File: src/rtl/decode_stage_if.sv
`default_nettype none
// ============================================================================
//  Module      : decode_stage_if
//  Description : Handshake and bus bundle between fetch, decode and execute.
//                Input side: in_valid/in_ready, instr_in, pc_in.
//                Output side: out_valid/out_ready plus the decoded bundle
//                (op_code_out, func3_out, func7_out, rs1_out, rs2_out,
//                rd_out, imm_out, pc_out, illegal_out).
//                modport slave  : used by the decode stage itself.
//                modport master : used by the surrounding fetch/execute side.
//  Revision    : 1.0 - initial release
// ============================================================================
interface decode_stage_if #(
    parameter int XLEN        = 32,
    parameter int RA_W        = 5,
    parameter int INSTR_WIDTH = 32
);
    logic                   in_valid;
    logic                   in_ready;
    logic [INSTR_WIDTH-1:0] instr_in;
    logic [XLEN-1:0]        pc_in;

    logic                   out_valid;
    logic                   out_ready;
    logic [6:0]             op_code_out;
    logic [2:0]             func3_out;
    logic [6:0]             func7_out;
    logic [RA_W-1:0]        rs1_out;
    logic [RA_W-1:0]        rs2_out;
    logic [RA_W-1:0]        rd_out;
    logic [XLEN-1:0]        imm_out;
    logic [XLEN-1:0]        pc_out;
    logic                   illegal_out;

    modport slave (
        input  in_valid, instr_in, pc_in, out_ready,
        output in_ready, out_valid, op_code_out, func3_out, func7_out,
               rs1_out, rs2_out, rd_out, imm_out, pc_out, illegal_out
    );

    modport master (
        output in_valid, instr_in, pc_in, out_ready,
        input  in_ready, out_valid, op_code_out, func3_out, func7_out,
               rs1_out, rs2_out, rd_out, imm_out, pc_out, illegal_out
    );
endinterface
`default_nettype wire

File: src/rtl/decode_stage.sv
`default_nettype none
// ============================================================================
//  Module      : decode_stage
//  Description : Registered RV32I/RV64I decode stage with a one-entry skid
//                buffer. Instruction words arrive over a valid/ready
//                handshake, are decoded combinationally and captured on
//                accept; the decoded bundle leaves over a second valid/ready
//                handshake one cycle later.
//  Ports       : clk      - clock, rising edge
//                rst      - asynchronous active-high reset
//                flush_in - discards every buffered and in-flight word
//                bus      - decode_stage_if.slave (both handshakes + bundle)
//                decoded_cnt_out / illegal_cnt_out - 32-bit handshake
//                counters, present only when DECODE_PERF_CNT_EN is defined
//  Macro       : DECODE_PERF_CNT_EN enables the performance counters.
//  Revision    : 1.0 - initial release
// ============================================================================
module decode_stage #(
    parameter int XLEN          = 32,
    parameter int REGFILE_DEPTH = 32,
    parameter int INSTR_WIDTH   = 32
) (
    input  wire logic           clk,
    input  wire logic           rst,
    input  wire logic           flush_in,
    decode_stage_if.slave       bus
`ifdef DECODE_PERF_CNT_EN
    ,
    output logic [31:0]         decoded_cnt_out,
    output logic [31:0]         illegal_cnt_out
`endif
);

    localparam int          RA_W    = (REGFILE_DEPTH > 1) ? $clog2(REGFILE_DEPTH) : 1;
    localparam logic [31:0] c_depth = 32'(REGFILE_DEPTH);

    localparam logic [6:0] c_op_reg    = 7'b0110011;
    localparam logic [6:0] c_op_imm    = 7'b0010011;
    localparam logic [6:0] c_op_jalr   = 7'b1100111;
    localparam logic [6:0] c_op_load   = 7'b0000011;
    localparam logic [6:0] c_op_store  = 7'b0100011;
    localparam logic [6:0] c_op_branch = 7'b1100011;
    localparam logic [6:0] c_op_lui    = 7'b0110111;
    localparam logic [6:0] c_op_auipc  = 7'b0010111;
    localparam logic [6:0] c_op_jal    = 7'b1101111;

    if ((XLEN != 32) && (XLEN != 64)) begin : g_bad_xlen
        $error("decode_stage: XLEN must be 32 or 64");
    end
    if (INSTR_WIDTH != 32) begin : g_bad_instr_width
        $error("decode_stage: INSTR_WIDTH must be 32");
    end

    typedef struct packed {
        logic [6:0]      op;
        logic [2:0]      f3;
        logic [6:0]      f7;
        logic [RA_W-1:0] rs1;
        logic [RA_W-1:0] rs2;
        logic [RA_W-1:0] rd;
        logic [XLEN-1:0] imm;
        logic [XLEN-1:0] pc;
        logic            ill;
    } bundle_t;

    // Immediates are assembled at 32 bits, then sign-extended to XLEN.
    function automatic logic [XLEN-1:0] sext32(input logic [31:0] v);
        logic signed [XLEN-1:0] r;
        r = $signed(v);
        return r;
    endfunction

    logic [31:0] w_instr;
    logic        w_use_rd, w_use_rs1, w_use_rs2, w_use_f3, w_use_f7;
    logic        w_known, w_reg_bad, w_ill;
    logic [31:0] w_imm32;
    bundle_t     w_dec;

    assign w_instr = bus.instr_in;

    always_comb begin
        w_use_rd  = 1'b0;
        w_use_rs1 = 1'b0;
        w_use_rs2 = 1'b0;
        w_use_f3  = 1'b0;
        w_use_f7  = 1'b0;
        w_known   = 1'b1;
        w_imm32   = 32'd0;
        case (w_instr[6:0])
            c_op_reg: begin
                w_use_rd  = 1'b1;
                w_use_rs1 = 1'b1;
                w_use_rs2 = 1'b1;
                w_use_f3  = 1'b1;
                w_use_f7  = 1'b1;
            end
            c_op_imm, c_op_jalr, c_op_load: begin
                w_use_rd  = 1'b1;
                w_use_rs1 = 1'b1;
                w_use_f3  = 1'b1;
                w_imm32   = {{20{w_instr[31]}}, w_instr[31:20]};
            end
            c_op_store: begin
                w_use_rs1 = 1'b1;
                w_use_rs2 = 1'b1;
                w_use_f3  = 1'b1;
                w_imm32   = {{20{w_instr[31]}}, w_instr[31:25], w_instr[11:7]};
            end
            c_op_branch: begin
                w_use_rs1 = 1'b1;
                w_use_rs2 = 1'b1;
                w_use_f3  = 1'b1;
                w_imm32   = {{19{w_instr[31]}}, w_instr[31], w_instr[7],
                             w_instr[30:25], w_instr[11:8], 1'b0};
            end
            c_op_lui, c_op_auipc: begin
                w_use_rd  = 1'b1;
                w_imm32   = {w_instr[31:12], 12'd0};
            end
            c_op_jal: begin
                w_use_rd  = 1'b1;
                w_imm32   = {{11{w_instr[31]}}, w_instr[31], w_instr[19:12],
                             w_instr[20], w_instr[30:21], 1'b0};
            end
            default: w_known = 1'b0;
        endcase
    end

    // A register index that the register file cannot hold is only an error
    // when the opcode actually uses that field.
    assign w_reg_bad = (w_use_rd  && (32'(w_instr[11:7])  >= c_depth)) ||
                       (w_use_rs1 && (32'(w_instr[19:15]) >= c_depth)) ||
                       (w_use_rs2 && (32'(w_instr[24:20]) >= c_depth));

    assign w_ill = !w_known || (w_instr[1:0] != 2'b11) || w_reg_bad;

    always_comb begin
        w_dec     = '0;
        w_dec.op  = w_instr[6:0];
        w_dec.pc  = bus.pc_in;
        w_dec.ill = w_ill;
        if (!w_ill) begin
            w_dec.f3  = w_use_f3  ? w_instr[14:12]          : 3'd0;
            w_dec.f7  = w_use_f7  ? w_instr[31:25]          : 7'd0;
            w_dec.rs1 = w_use_rs1 ? RA_W'(w_instr[19:15])   : '0;
            w_dec.rs2 = w_use_rs2 ? RA_W'(w_instr[24:20])   : '0;
            w_dec.rd  = w_use_rd  ? RA_W'(w_instr[11:7])    : '0;
            w_dec.imm = sext32(w_imm32);
        end
    end

    // Output register plus one skid entry: behaves as a two-deep FIFO whose
    // ready depends only on skid occupancy, so out_ready never reaches
    // in_ready combinationally.
    bundle_t r_out;
    bundle_t r_skid;
    logic    r_out_valid;
    logic    r_skid_valid;
    logic    w_accept;
    logic    w_drain;

    assign bus.in_ready = !r_skid_valid;
    assign w_accept     = bus.in_valid && !r_skid_valid;
    assign w_drain      = r_out_valid && bus.out_ready;

    always_ff @(posedge clk or posedge rst) begin
        if (rst) begin
            r_out_valid  <= 1'b0;
            r_skid_valid <= 1'b0;
            r_out        <= '0;
            r_skid       <= '0;
        end else if (flush_in) begin
            r_out_valid  <= 1'b0;
            r_skid_valid <= 1'b0;
        end else if (!r_out_valid || w_drain) begin
            // Output slot frees this cycle; the older skid entry goes first.
            if (r_skid_valid) begin
                r_out        <= r_skid;
                r_out_valid  <= 1'b1;
                r_skid_valid <= 1'b0;
            end else if (w_accept) begin
                r_out        <= w_dec;
                r_out_valid  <= 1'b1;
            end else begin
                r_out_valid  <= 1'b0;
            end
        end else if (w_accept) begin
            r_skid       <= w_dec;
            r_skid_valid <= 1'b1;
        end
    end

    assign bus.out_valid   = r_out_valid;
    assign bus.op_code_out = r_out.op;
    assign bus.func3_out   = r_out.f3;
    assign bus.func7_out   = r_out.f7;
    assign bus.rs1_out     = r_out.rs1;
    assign bus.rs2_out     = r_out.rs2;
    assign bus.rd_out      = r_out.rd;
    assign bus.imm_out     = r_out.imm;
    assign bus.pc_out      = r_out.pc;
    assign bus.illegal_out = r_out.ill;

`ifdef DECODE_PERF_CNT_EN
    logic [31:0] r_decoded_cnt;
    logic [31:0] r_illegal_cnt;

    // Counters follow the output handshake only; flush does not touch them.
    always_ff @(posedge clk or posedge rst) begin
        if (rst) begin
            r_decoded_cnt <= 32'd0;
            r_illegal_cnt <= 32'd0;
        end else if (w_drain) begin
            r_decoded_cnt <= r_decoded_cnt + 32'd1;
            if (r_out.ill) begin
                r_illegal_cnt <= r_illegal_cnt + 32'd1;
            end
        end
    end

    assign decoded_cnt_out = r_decoded_cnt;
    assign illegal_cnt_out = r_illegal_cnt;
`endif

endmodule
`default_nettype wire
File: src/flat_wrapper.sv
// flat-port wrapper written by rule: the top's interface ports become plain ports
module decode_stage_flat 
#(
    parameter int XLEN          = 32,
    parameter int REGFILE_DEPTH = 32,
    parameter int INSTR_WIDTH   = 32
)
  (clk, rst, flush_in, bus_in_valid, bus_instr_in, bus_pc_in, bus_out_ready, bus_in_ready, bus_out_valid, bus_op_code_out, bus_func3_out, bus_func7_out, bus_rs1_out, bus_rs2_out, bus_rd_out, bus_imm_out, bus_pc_out, bus_illegal_out);
  decode_stage_if #(.XLEN(XLEN), .INSTR_WIDTH(INSTR_WIDTH)) bus_i ();
  input  wire logic clk;
  input  wire logic rst;
  input  wire logic flush_in;
  input wire logic [$bits(bus_i.in_valid)-1:0] bus_in_valid;
  input wire logic [$bits(bus_i.instr_in)-1:0] bus_instr_in;
  input wire logic [$bits(bus_i.pc_in)-1:0] bus_pc_in;
  input wire logic [$bits(bus_i.out_ready)-1:0] bus_out_ready;
  output wire logic [$bits(bus_i.in_ready)-1:0] bus_in_ready;
  output wire logic [$bits(bus_i.out_valid)-1:0] bus_out_valid;
  output wire logic [$bits(bus_i.op_code_out)-1:0] bus_op_code_out;
  output wire logic [$bits(bus_i.func3_out)-1:0] bus_func3_out;
  output wire logic [$bits(bus_i.func7_out)-1:0] bus_func7_out;
  output wire logic [$bits(bus_i.rs1_out)-1:0] bus_rs1_out;
  output wire logic [$bits(bus_i.rs2_out)-1:0] bus_rs2_out;
  output wire logic [$bits(bus_i.rd_out)-1:0] bus_rd_out;
  output wire logic [$bits(bus_i.imm_out)-1:0] bus_imm_out;
  output wire logic [$bits(bus_i.pc_out)-1:0] bus_pc_out;
  output wire logic [$bits(bus_i.illegal_out)-1:0] bus_illegal_out;
  assign bus_i.in_valid = bus_in_valid;
  assign bus_i.instr_in = bus_instr_in;
  assign bus_i.pc_in = bus_pc_in;
  assign bus_i.out_ready = bus_out_ready;
  assign bus_in_ready = bus_i.in_ready;
  assign bus_out_valid = bus_i.out_valid;
  assign bus_op_code_out = bus_i.op_code_out;
  assign bus_func3_out = bus_i.func3_out;
  assign bus_func7_out = bus_i.func7_out;
  assign bus_rs1_out = bus_i.rs1_out;
  assign bus_rs2_out = bus_i.rs2_out;
  assign bus_rd_out = bus_i.rd_out;
  assign bus_imm_out = bus_i.imm_out;
  assign bus_pc_out = bus_i.pc_out;
  assign bus_illegal_out = bus_i.illegal_out;
  decode_stage #(.XLEN(XLEN), .REGFILE_DEPTH(REGFILE_DEPTH), .INSTR_WIDTH(INSTR_WIDTH)) u_core (.clk(clk), .rst(rst), .flush_in(flush_in), .bus(bus_i));
endmodule
File: config.mk
export PLATFORM = sky130hd
export DESIGN_NAME = decode_stage_flat
export DESIGN_NICKNAME = d
export VERILOG_FILES = /design/src/rtl/decode_stage_if.sv /design/src/rtl/decode_stage.sv /design/src/flat_wrapper.sv
export SDC_FILE = /design/constraint.sdc
export NUM_CORES = 1
export LEC_CHECK = 0
export CORE_MARGIN = 5
export CORE_UTILIZATION = 50
export CTS_CLUSTER_DIAMETER = 80
export CTS_CLUSTER_SIZE = 10
export DETAILED_ROUTE_END_ITERATION = 10
export PLACE_DENSITY = 0.77
export REMOVE_ABC_BUFFERS = 1
export SYNTH_ARGS = -nofsm -noshare
export SYNTH_HDL_FRONTEND = slang
export SYNTH_SLANG_ARGS = --single-unit
File: constraint.sdc
create_clock -name clk -period 15.5 [get_ports clk]
set_input_delay 1.55 -clock clk [delete_from_list [all_inputs] [get_ports clk]]
set_output_delay 1.55 -clock clk [all_outputs]
set_load 0.02 [all_outputs]
==> flow_summary.toml, run 1 <==
[outcome]
outcome = "finished clean"

[synth]
synth_cell_types = 50
syn_inst = 886
synth-compound-area-share = 0.166
ys.flop_type = "dfrtp_1"
synthMuxAreaShare = 0.0451
synth-seq-cells = 196
synth_edf_count = 0
syn_avg_cell_area_sq_um = 9.78
yosysSeqAreaShare = 0.566
async_reset_ff_frac = 1.00
synth-adder-area-share = 0
synth_top_family_by_area = "simple AND/OR/NAND/NOR gates"
synth_warnings = 0
synth-xor-area-share = 0
yosys.area_share.simple = 0.183
synthTopCellsByArea = "dfrtp_1 (57%), nand2_1 (11%), o21ai_0 (5.7%)"
syn_area_sq_mm = 0.00866
yosysTopAreaCell = "dfrtp_1"
yosys.area.top_type_share = 0.566

[clock_network]
cts_hold_buffers = 0
clk_latency_ps = 430
cts_resized = 0
cts.clk_slew.worst_paths_ps = 70
cts_made_buffers = 17
clock_path_buffers = 2
cts.sinks = 196
cts_tree = "yes"
cts_root_buffer = "clkbuf_16"
cts_max_level = 4
post-cts-setup-buffers = 0

[die]
die_area_sq_mm = 0.0201
start_util = 0.506
num_io_pins = 168
core_sq_mm = 0.0171
rows = 48
die_y_um = 142
die_x_um = 142

[final_layout]
num-nets-final = 1086
drive_gt1_frac = 0.0845
final_cells = 1255
finish.utilization = 0.637
fillers = 1472
syn_to_final_growth_pct = 25.8
diodes = 0
final_common_cell = "nand2_1"
regArea_sq_mm = 0.00491
final_cell_mix = "nand2_1 (252), dfrtp_1 (195), clkdlybuf4s50_1 (167)"
multiInputGateArea_sq_mm = 0.00343

[route]
drtPass1Iterations = 5
vias = 6847
routed_wl_um = 21800
ant_nets = 0
drtIter0Drc = 489
wire_per_inst_um = 17.4
route.detailed.drc = 0
post_drt_via_cell_ratio = 5.46

[placement]
gp_congestion = 0.816
portBuffers = 167
dp_hpwl_um = 13900
numPlacedInstances = 1223
dp_slack_ps = 10830

[sta]
finalSetupViolCount = 0
final.setup.worst_slack_ps = 11270
tns_ps = 0
slew-limit-headroom = 0.324
hold_ws_ps = 476
rsz0062_at_grt = "no"
tightest_slew_ps = 1010
maxSlewViolCount = 0
min_period_ps = 4230
fin_crit_sh = 0.273
fin_skew_ps = 6.89
hold_viol = 0
max_freq_mhz = 237

[setup_path]
crit_required_ps = 15780
cp_slowest_stage_delay_ps = 810
worstPathArrival_ps = 4510
crit_path_end_kind = "flop"
slowest_stage = "a21oi_2"
cp_max_fo = 64
path_cells = "clkdlybuf4s50_1 > nor2_4 > nor3_4 > buf_4 > nand2_1 > a21oi_2 > a22oi_1"
cp-start-kind = "input pin"
crit_type = "input pin to flop"

[grt]
grt_first_pass_wirelength_um = 35800
track_usage = 0.222
antenna_found_initial = 0
grt-ovfl-total = 0
grt_pass1_vias = 6955
grt_max_degree = 117

[flow_run]
maxCapViolations = 0

[power_and_ir_drop]
power_leakage_nw = 4.79
ir_drop_mv = 0.0834
powerDensity_mw_per_mm2 = 117

[hold_path]
hold_path.class = "flop to flop"
==> power breakdown <==
group | leakage, nW | internal, mW | switching (mW)
sequential | 2.51 | 0.584 | 0.0395
combinational | 2.03 | 0.114 | 0.138
clock | 0.259 | 0.212 | 0.187
total | 4.79 | 0.910 | 0.365
==> metrics by stage <==
step                area [sq um]  total power [mW]
floorplan                   8340             0.760
global placement           10400             0.879
detailed placement         10400             0.887
CTS                        10900              1.29
global route               10900              1.34
finish                     10900              1.28
==> logic make-up (layout without fill, tap and decap cells) <==
| family | count (synthesis) | in the layout |
|---|---|---|
| muxes | 39 | 39 |
| buffers and inverters | 68 | 212 |
| DFF | 196 | 196 |
| and+or+nand+nor | 364 | 364 |
| AOI/OAI and AO/OA | 219 | 219 |
==> path summary, 6_finish.rpt <==
kind / start / depth (start not counted) / slack, ps / to
max reg2reg: u_core.r_skid_valid / 6 / 12370 / u_core.r_skid[63]
min reg2reg: u_core.r_skid[68] / 2 / 480 / u_core.r_skid[68]
max in group asynchronous: rst / 3 / 12330 / u_core.bus.rs1_out[4]
max: bus_in_valid / 7 / 11270 / u_core.bus.imm_out[30]
min in group asynchronous: rst / 2 / 1660 / u_core.bus.op_code_out[0]
min: u_core.r_skid[68] / 2 / 480 / u_core.r_skid[68]
==> per-layer routing <==
metal  GRT usage  vias up  part of all wire
met4      0.0641        0             0.013
met3      0.0475       29             0.068
met2       0.359      219              0.48
met5           0        -                 0
li1            -     3277                 -
met1       0.305     3322              0.44
==> synthesized netlist by cell type, types with 3 or more instances <==
cell / instances
buf_2: 25
a22oi_2: 10
nor3_1: 3
a21oi_2: 12
buf_6: 6
and3_1: 19
o21a_1: 5
nor2_1: 47
o211ai_1: 6
clkbuf_1: 29
a22o_1: 7
a21oi_1: 45
a22oi_1: 13
a221oi_2: 6
inv_1: 6
a31oi_1: 3
o21ai_0: 99
mux2i_1: 39
or3_1: 3
nand2_1: 253
nand3_1: 18
dfrtp_1: 196
==> area by class of cell <==
cell class / count / share of cell area
clock inverters: 10 / 0.00540
flip-flops and latches: 196 / 0.450
repair buffers: 174 / 0.158
multi-input cells: 622 / 0.315
inverters: 6 / 0.00276
well taps: 225 / 0.0258
clock buffers: 22 / 0.0426
==> worst max-delay path, delay by kind of cell <==
kind,cells,cell delay [ps]
compound gates,2,950
buf+inv,2,1120
simple gates,3,820
==> flip-flops by register name (all words and copies together), names as in the netlist, 3 cells and up <==
signal,cells
u_core.r_skid,97
u_core.bus.pc_out,32
u_core.bus.func7_out,7
u_core.bus.imm_out,32
u_core.bus.rd_out,5
u_core.bus.func3_out,3
u_core.bus.rs1_out,5
u_core.bus.rs2_out,5
u_core.bus.op_code_out,7
(Power assumes the default switching activity.)
==> run 2, diff against run 1 <==
==> constraint.sdc (replaced) <==
create_clock -name clk -period 4.4 [get_ports clk]
set_input_delay 0.44 -clock clk [delete_from_list [all_inputs] [get_ports clk]]
set_output_delay 0.44 -clock clk [all_outputs]
set_load 0.02 [all_outputs]
==> run 2 against run 1 <==
  * Die area stayed put
  * Combinational power grew to 3.5 times the previous value
  * Largest power group unchanged
  * Routed wire length is 0.68% lower
==> flow_summary.toml, run 2 (synthesis results as in run 1) <==
[route]
drtPass1Iterations = 5
drtIter0Drc = 524
route.detailed.drc = 0
wire_per_inst_um = 17.3
post_drt_via_cell_ratio = 5.50
vias = 6900
routed_wl_um = 21700
ant_nets = 0

[clock_network]
clk_latency_ps = 440
cts.sinks = 196
cts.clk_slew.worst_paths_ps = 70
cts_max_level = 4
cts_tree = "yes"
cts_root_buffer = "clkbuf_16"
cts_made_buffers = 17
cts_hold_buffers = 0
post-cts-setup-buffers = 0
cts_resized = 0
clock_path_buffers = 2

[grt]
grt-ovfl-total = 0
grt_first_pass_wirelength_um = 35700
grt_pass1_vias = 7156
track_usage = 0.221
grt_max_degree = 136
antenna_found_initial = 0

[placement]
gp_congestion = 0.849
dp_hpwl_um = 14000
portBuffers = 167

[die]
rows = 48
num_io_pins = 168
die_area_sq_mm = 0.0201
start_util = 0.506
core_sq_mm = 0.0171
die_x_um = 142
die_y_um = 142

[sta]
tightest_slew_ps = 1190
fin_crit_sh = 0.625
fin_skew_ps = 7.69
max_freq_mhz = 363
slew-limit-headroom = 0.206
maxSlewViolCount = 0
rsz0062_at_grt = "no"
min_period_ps = 2750
hold_viol = 0
finalSetupViolCount = 0

[power_and_ir_drop]
ir_drop_mv = 0.299
finalPower_mw = 4.72
power_leakage_nw = 4.84
powerDensity_mw_per_mm2 = 429

[setup_path]
crit_path_end_kind = "output pin"
crit_required_ps = 3960
worstPathArrival_ps = 2310
cp-start-kind = "flop"
cp_max_fo = 35
slowest_stage = "dfrtp_4"
path_cells = "inv_1 > buf_4 > clkdlybuf4s50_1"
cp_slowest_stage_delay_ps = 680
crit_type = "flop to output pin"

[final_layout]
top_register = "u_core.r_skid"
final_cell_mix = "nand2_1 (252), dfrtp_1 (195), clkdlybuf4s50_1 (167)"
num-nets-final = 1086
regArea_sq_mm = 0.00491
finish.utilization = 0.643
largest_reg_flops = 97
final_common_cell = "nand2_1"
drive_gt1_frac = 0.0874
syn_to_final_growth_pct = 27.1
diodes = 0
multiInputGateArea_sq_mm = 0.00343
fillers = 1453

[flow_run]
maxCapViolations = 0

[hold_path]
hold_path.class = "flop to flop"

[outcome]
outcome = "finished clean"
-- run 2: worst paths after layout --
path,startpoint,to,slack [ps],cells after the start
hold / removal,u_core.r_skid[8],u_core.r_skid[8],480,2
max in group asynchronous,rst,u_core.r_skid[54],2860,3
setup reg to reg,u_core.r_skid_valid,u_core.r_skid[4],1700,5
setup / recovery,u_core.r_skid_valid,bus_in_ready,1650,3
hold reg to reg,u_core.r_skid[8],u_core.r_skid[8],480,2
min in group asynchronous,rst,u_core.bus.pc_out[6],550,2
-- run 2: critical path: cells and delay by family, from the launching register on --
family / cells / cell delay, ps
flip-flops: 1 / 680
buffers and inverters: 3 / 1180
-- run 2: area by class of cell --
class                           instances  share of cell area
Clock buffer                           17              0.0386
Clock inverter                         15              0.0176
Inverter                                6             0.00273
Multi-Input combinational cell        622               0.312
Sequential cell                       196               0.446
Tap cell                              225              0.0256
Timing Repair Buffer                  174               0.158
-- run 2: where the power goes --
part,switching [mW],internal [mW],leakage (nW)
Combinational,0.487,0.405,2.03
Clock,0.720,0.910,0.302
Sequential,0.139,2.06,2.51
-- run 2: through the flow --
step,setup TNS [ps],instances,setup slack (ps),hold WS [ps],area [sq um]
global placement,0,1223,1520,455,10400
CTS,0,1255,1640,477,11000
floorplan,-285290,824,-1380,441,8340
detailed placement,0,1223,1440,461,10400
global route,0,1255,1540,495,11000
finish,0,1255,1650,476,11000
-- run 2: metal layers --
| layer | GRT usage | vias to the layer above | wire (um) |
|---|---|---|---|
| met5 | 0 | - | 0 |
| met4 | 0.0692 | 0 | 312 |
| met3 | 0.0533 | 25 | 1270 |
| met2 | 0.355 | 194 | 10200 |
| met1 | 0.300 | 3404 | 9870 |
| li1 | - | 3277 | - |
